File: src/rtl/sdram_port_arbiter.sv
// Round-robin arbiter turning two level-held request ports into SDRAM controller rd/we strobes.
// Ack comes GUARD_CYCLES+1 cycles after the grant at the earliest; requests stay pending while busy or mem_ready is low.
module sdram_port_arbiter #(
  parameter int GUARD_CYCLES   = 2,
  parameter int TIMEOUT_CYCLES = 64
) (
  input  logic        clk,
  input  logic        reset,
  input  logic        a_req,
  input  logic        a_we,
  input  logic [24:0] a_addr,
  input  logic [15:0] a_wdata,
  input  logic [1:0]  a_wtbt,
  output logic        a_ack,
  output logic [15:0] a_rdata,
  input  logic        b_req,
  input  logic        b_we,
  input  logic [24:0] b_addr,
  input  logic [15:0] b_wdata,
  input  logic [1:0]  b_wtbt,
  output logic        b_ack,
  output logic [15:0] b_rdata,
  output logic [24:0] mem_addr,
  output logic [15:0] mem_din,
  output logic [1:0]  mem_wtbt,
  output logic        mem_we,
  output logic        mem_rd,
  input  logic        mem_ready,
  input  logic [15:0] mem_dout,
  output logic        busy,
  output logic        timeout
);

  localparam int CNT_MAX = (TIMEOUT_CYCLES > GUARD_CYCLES) ? TIMEOUT_CYCLES : GUARD_CYCLES;
  localparam int CW = $clog2(CNT_MAX) + 1;
  localparam logic [CW-1:0] GUARD_LOAD = CW'(GUARD_CYCLES - 1);
  localparam logic [CW-1:0] TO_LAST    = CW'(TIMEOUT_CYCLES - 1);

  typedef struct packed {
    logic [24:0] addr;
    logic [15:0] din;
    logic [1:0]  wtbt;
  } mem_cmd_t;

  typedef enum logic [1:0] {IDLE, GUARD, WAIT, RECOVER} state_t;

  state_t        state, state_nxt;
  logic [CW-1:0] cnt, cnt_nxt;
  // 1 = port B; it also identifies the port being served while busy
  logic          last_grant, last_grant_nxt;
  mem_cmd_t      cmd, cmd_nxt;
  logic          rd_nxt, we_nxt, a_ack_nxt, b_ack_nxt, timeout_nxt;
  logic [15:0]   a_rdata_nxt, b_rdata_nxt, done_data;
  logic          pick_b, sel_we;

  assign mem_addr = cmd.addr;
  assign mem_din  = cmd.din;
  assign mem_wtbt = cmd.wtbt;
  assign busy     = (state != IDLE);

  always_comb begin
    state_nxt      = state;
    cnt_nxt        = cnt;
    last_grant_nxt = last_grant;
    cmd_nxt        = cmd;
    rd_nxt         = mem_rd;
    we_nxt         = mem_we;
    a_ack_nxt      = 1'b0;
    b_ack_nxt      = 1'b0;
    timeout_nxt    = 1'b0;
    a_rdata_nxt    = a_rdata;
    b_rdata_nxt    = b_rdata;
    done_data      = 16'hFFFF;
    pick_b         = 1'b0;
    sel_we         = 1'b0;
    unique case (state)
      IDLE: begin
        if (mem_ready && (a_req || b_req)) begin
          pick_b         = b_req && (!a_req || !last_grant);
          sel_we         = pick_b ? b_we : a_we;
          cmd_nxt        = pick_b ? {b_addr, b_wdata, b_wtbt} : {a_addr, a_wdata, a_wtbt};
          rd_nxt         = !sel_we;
          we_nxt         = sel_we;
          last_grant_nxt = pick_b;
          cnt_nxt        = GUARD_LOAD;
          state_nxt      = GUARD;
        end
      end
      // Hold the strobe long enough for the controller's registered ready to fall.
      GUARD: begin
        if (cnt == '0) begin
          state_nxt = WAIT;
        end else begin
          cnt_nxt = cnt - 1'b1;
        end
      end
      WAIT: begin
        if (mem_ready || cnt == TO_LAST) begin
          done_data   = mem_ready ? mem_dout : 16'hFFFF;
          timeout_nxt = !mem_ready;
          rd_nxt      = 1'b0;
          we_nxt      = 1'b0;
          cnt_nxt     = '0;
          state_nxt   = RECOVER;
          if (last_grant) begin
            b_ack_nxt = 1'b1;
            if (mem_rd) b_rdata_nxt = done_data;
          end else begin
            a_ack_nxt = 1'b1;
            if (mem_rd) a_rdata_nxt = done_data;
          end
        end else begin
          cnt_nxt = cnt + 1'b1;
        end
      end
      RECOVER: state_nxt = IDLE;
      default: state_nxt = IDLE;
    endcase
  end

  always_ff @(posedge clk or posedge reset) begin
    if (reset) begin
      state      <= IDLE;
      cnt        <= '0;
      last_grant <= 1'b1;
      cmd        <= '0;
      mem_rd     <= 1'b0;
      mem_we     <= 1'b0;
      a_ack      <= 1'b0;
      b_ack      <= 1'b0;
      timeout    <= 1'b0;
      a_rdata    <= '0;
      b_rdata    <= '0;
    end else begin
      state      <= state_nxt;
      cnt        <= cnt_nxt;
      last_grant <= last_grant_nxt;
      cmd        <= cmd_nxt;
      mem_rd     <= rd_nxt;
      mem_we     <= we_nxt;
      a_ack      <= a_ack_nxt;
      b_ack      <= b_ack_nxt;
      timeout    <= timeout_nxt;
      a_rdata    <= a_rdata_nxt;
      b_rdata    <= b_rdata_nxt;
    end
  end

endmodule

File: config.mk
export PLATFORM = sky130hd
export DESIGN_NAME = sdram_port_arbiter
export DESIGN_NICKNAME = d
export VERILOG_FILES = /design/src/rtl/sdram_port_arbiter.sv
export SDC_FILE = /design/constraint.sdc
export NUM_CORES = 1
export LEC_CHECK = 0
export ABC_AREA = 1
export BUFFER_PORTS_ARGS = -buffer_cell sky130_fd_sc_hd__buf_2
export CAP_MARGIN = 20
export CELL_PAD_IN_SITES_DETAIL_PLACEMENT = 0
export CELL_PAD_IN_SITES_GLOBAL_PLACEMENT = 1
export CORE_ASPECT_RATIO = 1.5
export CORE_UTILIZATION = 36
export CTS_CLUSTER_DIAMETER = 100
export DETAILED_ROUTE_END_ITERATION = 6
export PLACE_DENSITY = 0.92
export RECOVER_POWER = 25
export SKIP_CTS_REPAIR_TIMING = 1
export SYNTH_ARGS = -nofsm -noshare
export SYNTH_HDL_FRONTEND = slang
export SYNTH_SLANG_ARGS = --single-unit
File: constraint.sdc
create_clock -name clk -period 7.23 [get_ports clk]
set_clock_uncertainty 0.1 [all_clocks]
set_input_delay 0.723 -clock clk [delete_from_list [all_inputs] [get_ports clk]]
set_output_delay 0.723 -clock clk [all_outputs]
set_load 0.01 [all_outputs]
Word-level counts from Yosys, hierarchy flattened
Index checks and enable logic that the tools add are counted.
{"block": "totals", "ff_bits": 90, "in_bits": 109, "out_inout_bits": 81, "elab_cells": 68}
{"block": "classes", "addsub": 2, "n_eq_ne": 8, "n_mux": 24, "bitwise_logic": 1, "reduce_logical": 20}
{"op": "two-way mux 43 bit", "count": 1}
{"op": "two-way mux 7 bit", "count": 3}
{"op": "case mux 7 bit (3 select lines)", "count": 1}
{"op": "two-way mux 16 bit", "count": 1}
{"op": "two-way mux 1 bit", "count": 12}
{"op": "AND reduction 3 bit", "count": 3}
{"op": "!= test 2 bit (second input constant)", "count": 4}
{"op": "case mux 2 bit (4 select lines)", "count": 1}
{"op": "AND reduction 4 bit", "count": 2}
{"op": "adder 7 x 1 -> 7 bit (second input constant)", "count": 1}
{"op": "== test 7 x 6 -> 1 bit (second input constant)", "count": 1}
{"op": "zero test 7 bit", "count": 1}
{"op": "subtractor 7 x 1 -> 7 bit (second input constant)", "count": 1}
{"op": "two-way mux 2 bit", "count": 3}
{"op": "== test 2 bit (second input constant)", "count": 2}
{"op": "zero test 1 bit", "count": 4}
{"op": "case mux 1 bit (2 select lines)", "count": 2}
{"op": "nonzero test 2 bit", "count": 2}
{"op": "logical OR 1 bit", "count": 3}
{"op": "nonzero test 3 bit", "count": 1}
{"op": "== test 2 x 1 -> 1 bit (second input constant)", "count": 1}
{"op": "logical AND 1 bit", "count": 2}
{"op": "zero test 2 bit", "count": 1}
{"op": "AND reduction 2 bit", "count": 1}
{"op": "inverter 1 bit", "count": 1}

Logic depth before layout (Yosys ltp)
{"block": "depth", "depth_word": 7, "ltp_mapped": 10, "ltp_nobuf": 10}

Worst setup path after synthesis
OpenSTA, ideal clock, no wires.
{"block": "synth_timing", "path_type": "input-to-reg", "start": "in a_req", "end": "reg cmd (netlist bit mem_din[0])", "arrival_time_ns": 1.521, "t_required_ns": 7.054, "path_slack_ns": 5.532, "stages": 6, "path_buffers": 1, "cell_sequence": "o21ai_1 nor2_4 inv_2 clkbuf_1 nand2_1 o21ai_1"}
{"block": "synth_between", "elab_chain_len": 4, "word_cells_on_any_way": 7, "cone_classes": "mux: 1; reduce/logical: 6"}
{"element": "start: declaration", "line": "9", "source": "input logic a_req,"}
{"element": "zero test 1 bit", "line": "79", "source": "pick_b = b_req && (!a_req || !last_grant);"}
{"element": "logical OR 1 bit", "line": "79"}
{"element": "logical AND 1 bit", "line": "79"}
{"element": "two-way mux 43 bit", "line": "81", "source": "cmd_nxt = pick_b ? {b_addr, b_wdata, b_wtbt} : {a_addr, a_wdata, a_wtbt};"}
{"element": "end signal: assignment", "line": "138", "source": "cmd <= cmd_nxt;"}
{"element": "end: declaration", "line": "51", "source": "mem_cmd_t cmd, cmd_nxt;"}
Several ways; a longest one is shown, not always the timed one.
A chain may end at the register's enable or synchronous reset.

Final worst setup path
{"block": "layout_timing", "start": "reg state[0]", "end": "reg cmd (netlist bit mem_din[15])"}
{"block": "layout_between", "elab_chain_len": 2}
{"element": "start: declaration", "line": "47", "source": "state_t state, state_nxt;"}
{"element": "start signal: assignment", "line": "135", "source": "state <= state_nxt;"}
{"element": "zero test 2 bit", "line": "76", "source": "unique case (state)"}
{"element": "AND reduction 2 bit (no source line)"}
Every way passes these cells.

==> results <==
- The run finished, with violations left.
- The final reports fail on max-capacitance violations, max-slew violations.
- The area of the mapped netlist is ~4400 um^2.
- Counting distinct cell types in the post-synthesis netlist gives 29.
- For the pin with the worst max-slew slack, the measured transition is roughly 2000 ps.
- Static timing analysis puts the maximum clock frequency at between 0.3 and 0.4 GHz.
- For the final routed database, the setup TNS stands at 0 ps.
- After synthesis, the share of flip-flops with an asynchronous set or reset is 1.000.
- The insertion delay to the later sink of the worst-skew pair is 330 ps.
- Setup violations remaining at the end of the flow were counted as 0.
- For this run, the register share of the synthesized area comes to 0.5180.
- The total die area is between 10000 and 15000 um^2.
- In the final design database the tool counted roughly 820 nets.
- The detailed-route via count is ~4300.
- After detailed routing, the average wire length per cell comes to 14.34 um.
- In this run the horizontal extent of the chip is roughly 92 um.
- The worst-case vdd ir drop is ~0.19 mV.
- The synthesized design contains 90 register bits.
- The total internal power is 0.001377 W.
- After legalization and detailed placement, the total HPWL measured roughly 9000 um.
- The share of the synthesized area in the top cell type is 0.5119.
- The tree is rooted in a sky130_fd_sc_hd__clkbuf_16.
- Relative to the synthesized area, the layout overhead comes to 30.92%.
- Registers take approximately 2300 um^2.
- Global routing finished with a remaining overflow of 0.
- The power density relative to cell area is 408.8 nW/um^2.
- The total number of yosys warnings is 0.
- The total number of clock tree sinks is 90.
- The ratio of cells with drive above 1 in the final layout is 0.3301.
- Setup repair after global routing left no endpoint under its margin.
- The critical path launch point type is a flip-flop.
- Entering global routing, the biggest net connects 56 pins.
- The total I/O pin count is between 150 and 200.
- The number of levels the H-tree was split into is 3.
- The initial standard-cell utilization of the core is 0.3734.
- The worst setup path is captured at a flip-flop.
- The final-layout worst hold slack is between 300 and 400 ps.
- The routed design has 12370 um of wire.
- The switching share of power is 0.4086.
- Of all nets on the critical path, the largest fanout is 46.
- The count of input and output buffers is 189.
- The clock passes through at most 2 buffers.
- The critical path class is reg -> reg.
- The number of violations of the max-capacitance limit is 1.
- The leading register cell type out of synthesis is sky130_fd_sc_hd__dfrtp_1.
- The part of the total power dissipated in sequential elements is 0.385.
- The leakage power is approximately 3.0 nW.
- In the post-synthesis netlist, the biggest area contributors are sky130_fd_sc_hd__dfrtp_1 (51%), sky130_fd_sc_hd__nand2_1 (11%), sky130_fd_sc_hd__o21ai_0 (8.3%).
- Before antenna repair, the detailed router went through 5 iterations.
- Synthesis produced around 530 cells.
- The count of placed standard cells in the final layout, fillers left out is between 800 and 900.
- The worst path required time is around 7300 ps.
- In this run the vertical extent of the chip is 136.6 um.
- The analysis attributes to net switching a power of between 0.0009 and 0.001 W.
- The detailed router finished its first iteration with between 200 and 250 violations.
- In this run the mean area of a mapped cell was 8.193 um^2.
- The share of power burned in the clock network is 0.191.
- TritonCTS built the clock tree.
- The shortest period the worst path allows is approximately 2600 ps.
- Measured against its own limit, the worst slew margin works out to -0.3603.
- The CTS buffer count is 9.
- The number of antenna violations at the first check in global routing is 0.
- The number of nets in the synthesized netlist is between 600 and 700.
- Using the TritonRoute via totals, the vias-per-cell ratio works out to 4.952.
- The total placed cells including tap cells is roughly 850.
- The row count is 48.
- The register clock-pin slew on the reported worst setup and hold paths is ~60 ps.
- The region available for standard cell placement spans between 10000 and 15000 um^2.
- The combinational power share is 0.424.
- In this run the worst hold path is classified as reg -> reg.
- Data arrives at the worst endpoint at around 2700 ps.
- The routed wire length on met2 is approximately 6400 um.
- The final clock period utilization by the worst path is 0.3593.
- The number of max-slew violations in the final report is 36.
- Summing internal, switching and leakage power gives around 0.0023 W.
- The detailed-route DRC error count is 0.
- The via count of the first global-routing pass came to 4159.
- The first global-routing pass estimated between 15000 and 20000 um of wire.
- The hold violation total from the final report came to 0.
- The final estimated routing congestion in global placement is ~0.85.
- The routed design uses approximately 700 um of met3 wire.
- The global-route usage over all layers is 0.1971.
- The total area of multi-input combinational cells is around 1900 um^2.
- The largest total area in the synthesized netlist belongs to sky130_fd_sc_hd__dfrtp_1.
- The detailed router used layers up to and including met4.
- In the post-synthesis netlist, the cell with the most instances is sky130_fd_sc_hd__nand2_1.
- After detailed routing, the wire length on met1 is a little under 5000 um.
- Counting instances in the post-synthesis netlist gives the leading cell types as sky130_fd_sc_hd__nand2_1 (129), sky130_fd_sc_hd__dfrtp_1 (89), sky130_fd_sc_hd__o21ai_0 (72).
- The number of flops mapped to enable cells by yosys is 0.
- In this run the remaining antenna-violating nets after routing total 0.
- Counting the fill cells in the layout gives 1175.
power by group through the flow:
stage | Combinational (W) | Clock (W) | Sequential, W
after floorplan | 0.000519 | 0 | 0.000974
after global placement | 0.000964 | 0 | 0.000895
after detailed placement | 0.000997 | 0 | 0.000903
after CTS | 0.000998 | 0.000454 | 0.000898
after global routing | 0.00111 | 0.000479 | 0.000925
final | 0.000987 | 0.000444 | 0.000897
layout make-up:
cell class	count	share of cell area
timing repair buffer	193	0.1777
inverter	23	0.01538
multi-input combinational	390	0.3282
clock inverter	3	0.003954
tap	150	0.03295
clock buffer	13	0.04569
sequential	90	0.3957
antenna	1	0.0004394
through the flow:
stage                     setup slack, ps    util  instance area [um^2]
after floorplan                      4073       -                  4350
after global placement               4506  0.4599                  5359
after detailed placement             4453  0.4647                  5414
after CTS                            4576  0.4889                  5697
after global routing                 4358  0.4886                  5693
final                                4632  0.4888                  5695
worst paths after layout:
kind                       cells past startpoint              startpoint  slack [ps]                 endpoint
max                                            7    state[0]$_DFFE_PP0P_        4630  mem_din[15]$_DFFE_PP0P_
min                                            2  mem_din[3]$_DFFE_PP0P_         380   mem_din[3]$_DFFE_PP0P_
max reg2reg                                    7    state[0]$_DFFE_PP0P_        4630  mem_din[15]$_DFFE_PP0P_
min reg2reg                                    2  mem_din[3]$_DFFE_PP0P_         380   mem_din[3]$_DFFE_PP0P_
max in group asynchronous                      3                   reset        4820  a_rdata[11]$_DFFE_PP0P_
min in group asynchronous                      3                   reset        1040   b_rdata[1]$_DFFE_PP0P_
per-layer routing:
layer  track usage  up-vias
met5             0        -
met4       0.08507        0
met3       0.03444       24
met2        0.3396      152
met1        0.2425     2001
li1              -     2097
registers in the layout, summed over array words and instances, names as in the netlist:
| register | flops |
|---|---|
| mem_addr | 25 |
| a_rdata | 16 |
| b_rdata | 16 |
| mem_din | 16 |
| cnt | 7 |
| mem_wtbt | 2 |
| state | 2 |
| a_ack | 1 |
| b_ack | 1 |
| last_grant | 1 |
| mem_rd | 1 |
| mem_we | 1 |
| timeout | 1 |
layout by cell type, fill, tap and decap left out:
master and n:
sky130_fd_sc_hd__o21ai_2 10, sky130_fd_sc_hd__clkbuf_16 9, sky130_fd_sc_hd__xnor2_1 1, sky130_fd_sc_hd__nand2_4 3, sky130_fd_sc_hd__or2_2 3, sky130_fd_sc_hd__buf_2 189
sky130_fd_sc_hd__clkbuf_8 2, sky130_fd_sc_hd__buf_4 1, sky130_fd_sc_hd__nor3_1 1, sky130_fd_sc_hd__nand4_1 5, sky130_fd_sc_hd__ha_1 7, sky130_fd_sc_hd__nor2_1 71
sky130_fd_sc_hd__nor2_2 2, sky130_fd_sc_hd__nand3_2 2, sky130_fd_sc_hd__o21ai_1 64, sky130_fd_sc_hd__clkinv_2 1, sky130_fd_sc_hd__clkinv_4 1, sky130_fd_sc_hd__inv_1 19
sky130_fd_sc_hd__o21ai_0 72, sky130_fd_sc_hd__nor2_4 2, sky130_fd_sc_hd__nand2_2 1, sky130_fd_sc_hd__nand2_1 129, sky130_fd_sc_hd__clkinvlp_2 1, sky130_fd_sc_hd__nand3_1 14
sky130_fd_sc_hd__o22ai_1 1, sky130_fd_sc_hd__inv_6 1, sky130_fd_sc_hd__clkbuf_1 3, sky130_fd_sc_hd__inv_2 3, sky130_fd_sc_hd__nor2_8 1, sky130_fd_sc_hd__dfstp_2 1
sky130_fd_sc_hd__diode_2 1, sky130_fd_sc_hd__nand3b_1 1, sky130_fd_sc_hd__buf_16 2, sky130_fd_sc_hd__dfrtp_1 89
cell families (layout without fill, tap and decap cells):
| kind of cell | Yosys count | after routing | share of synthesized area |
|---|---|---|---|
| AND/OR/NAND/NOR | 235 | 235 | 0.2295 |
| AO/OA/AOI/OAI | 147 | 147 | 0.1780 |
| buffers and inverters | 51 | 232 | 0.05234 |
| XOR/XNOR | 1 | 1 | 0.002014 |
| flip-flops | 90 | 90 | 0.5180 |
| adder cells (fa/ha/maj) | 7 | 7 | 0.02013 |
| other | 0 | 1 | 0 |
worst max-delay path: stages (launching register included):
cell	delay (ps)
sky130_fd_sc_hd__dfrtp_1	390
sky130_fd_sc_hd__inv_1	110
sky130_fd_sc_hd__ha_1	250
sky130_fd_sc_hd__inv_1	110
sky130_fd_sc_hd__nor2_4	670
sky130_fd_sc_hd__inv_2	530
sky130_fd_sc_hd__nand2_1	170
sky130_fd_sc_hd__o21ai_0	110
No activity file was read; power rests on OpenSTA's default activity.
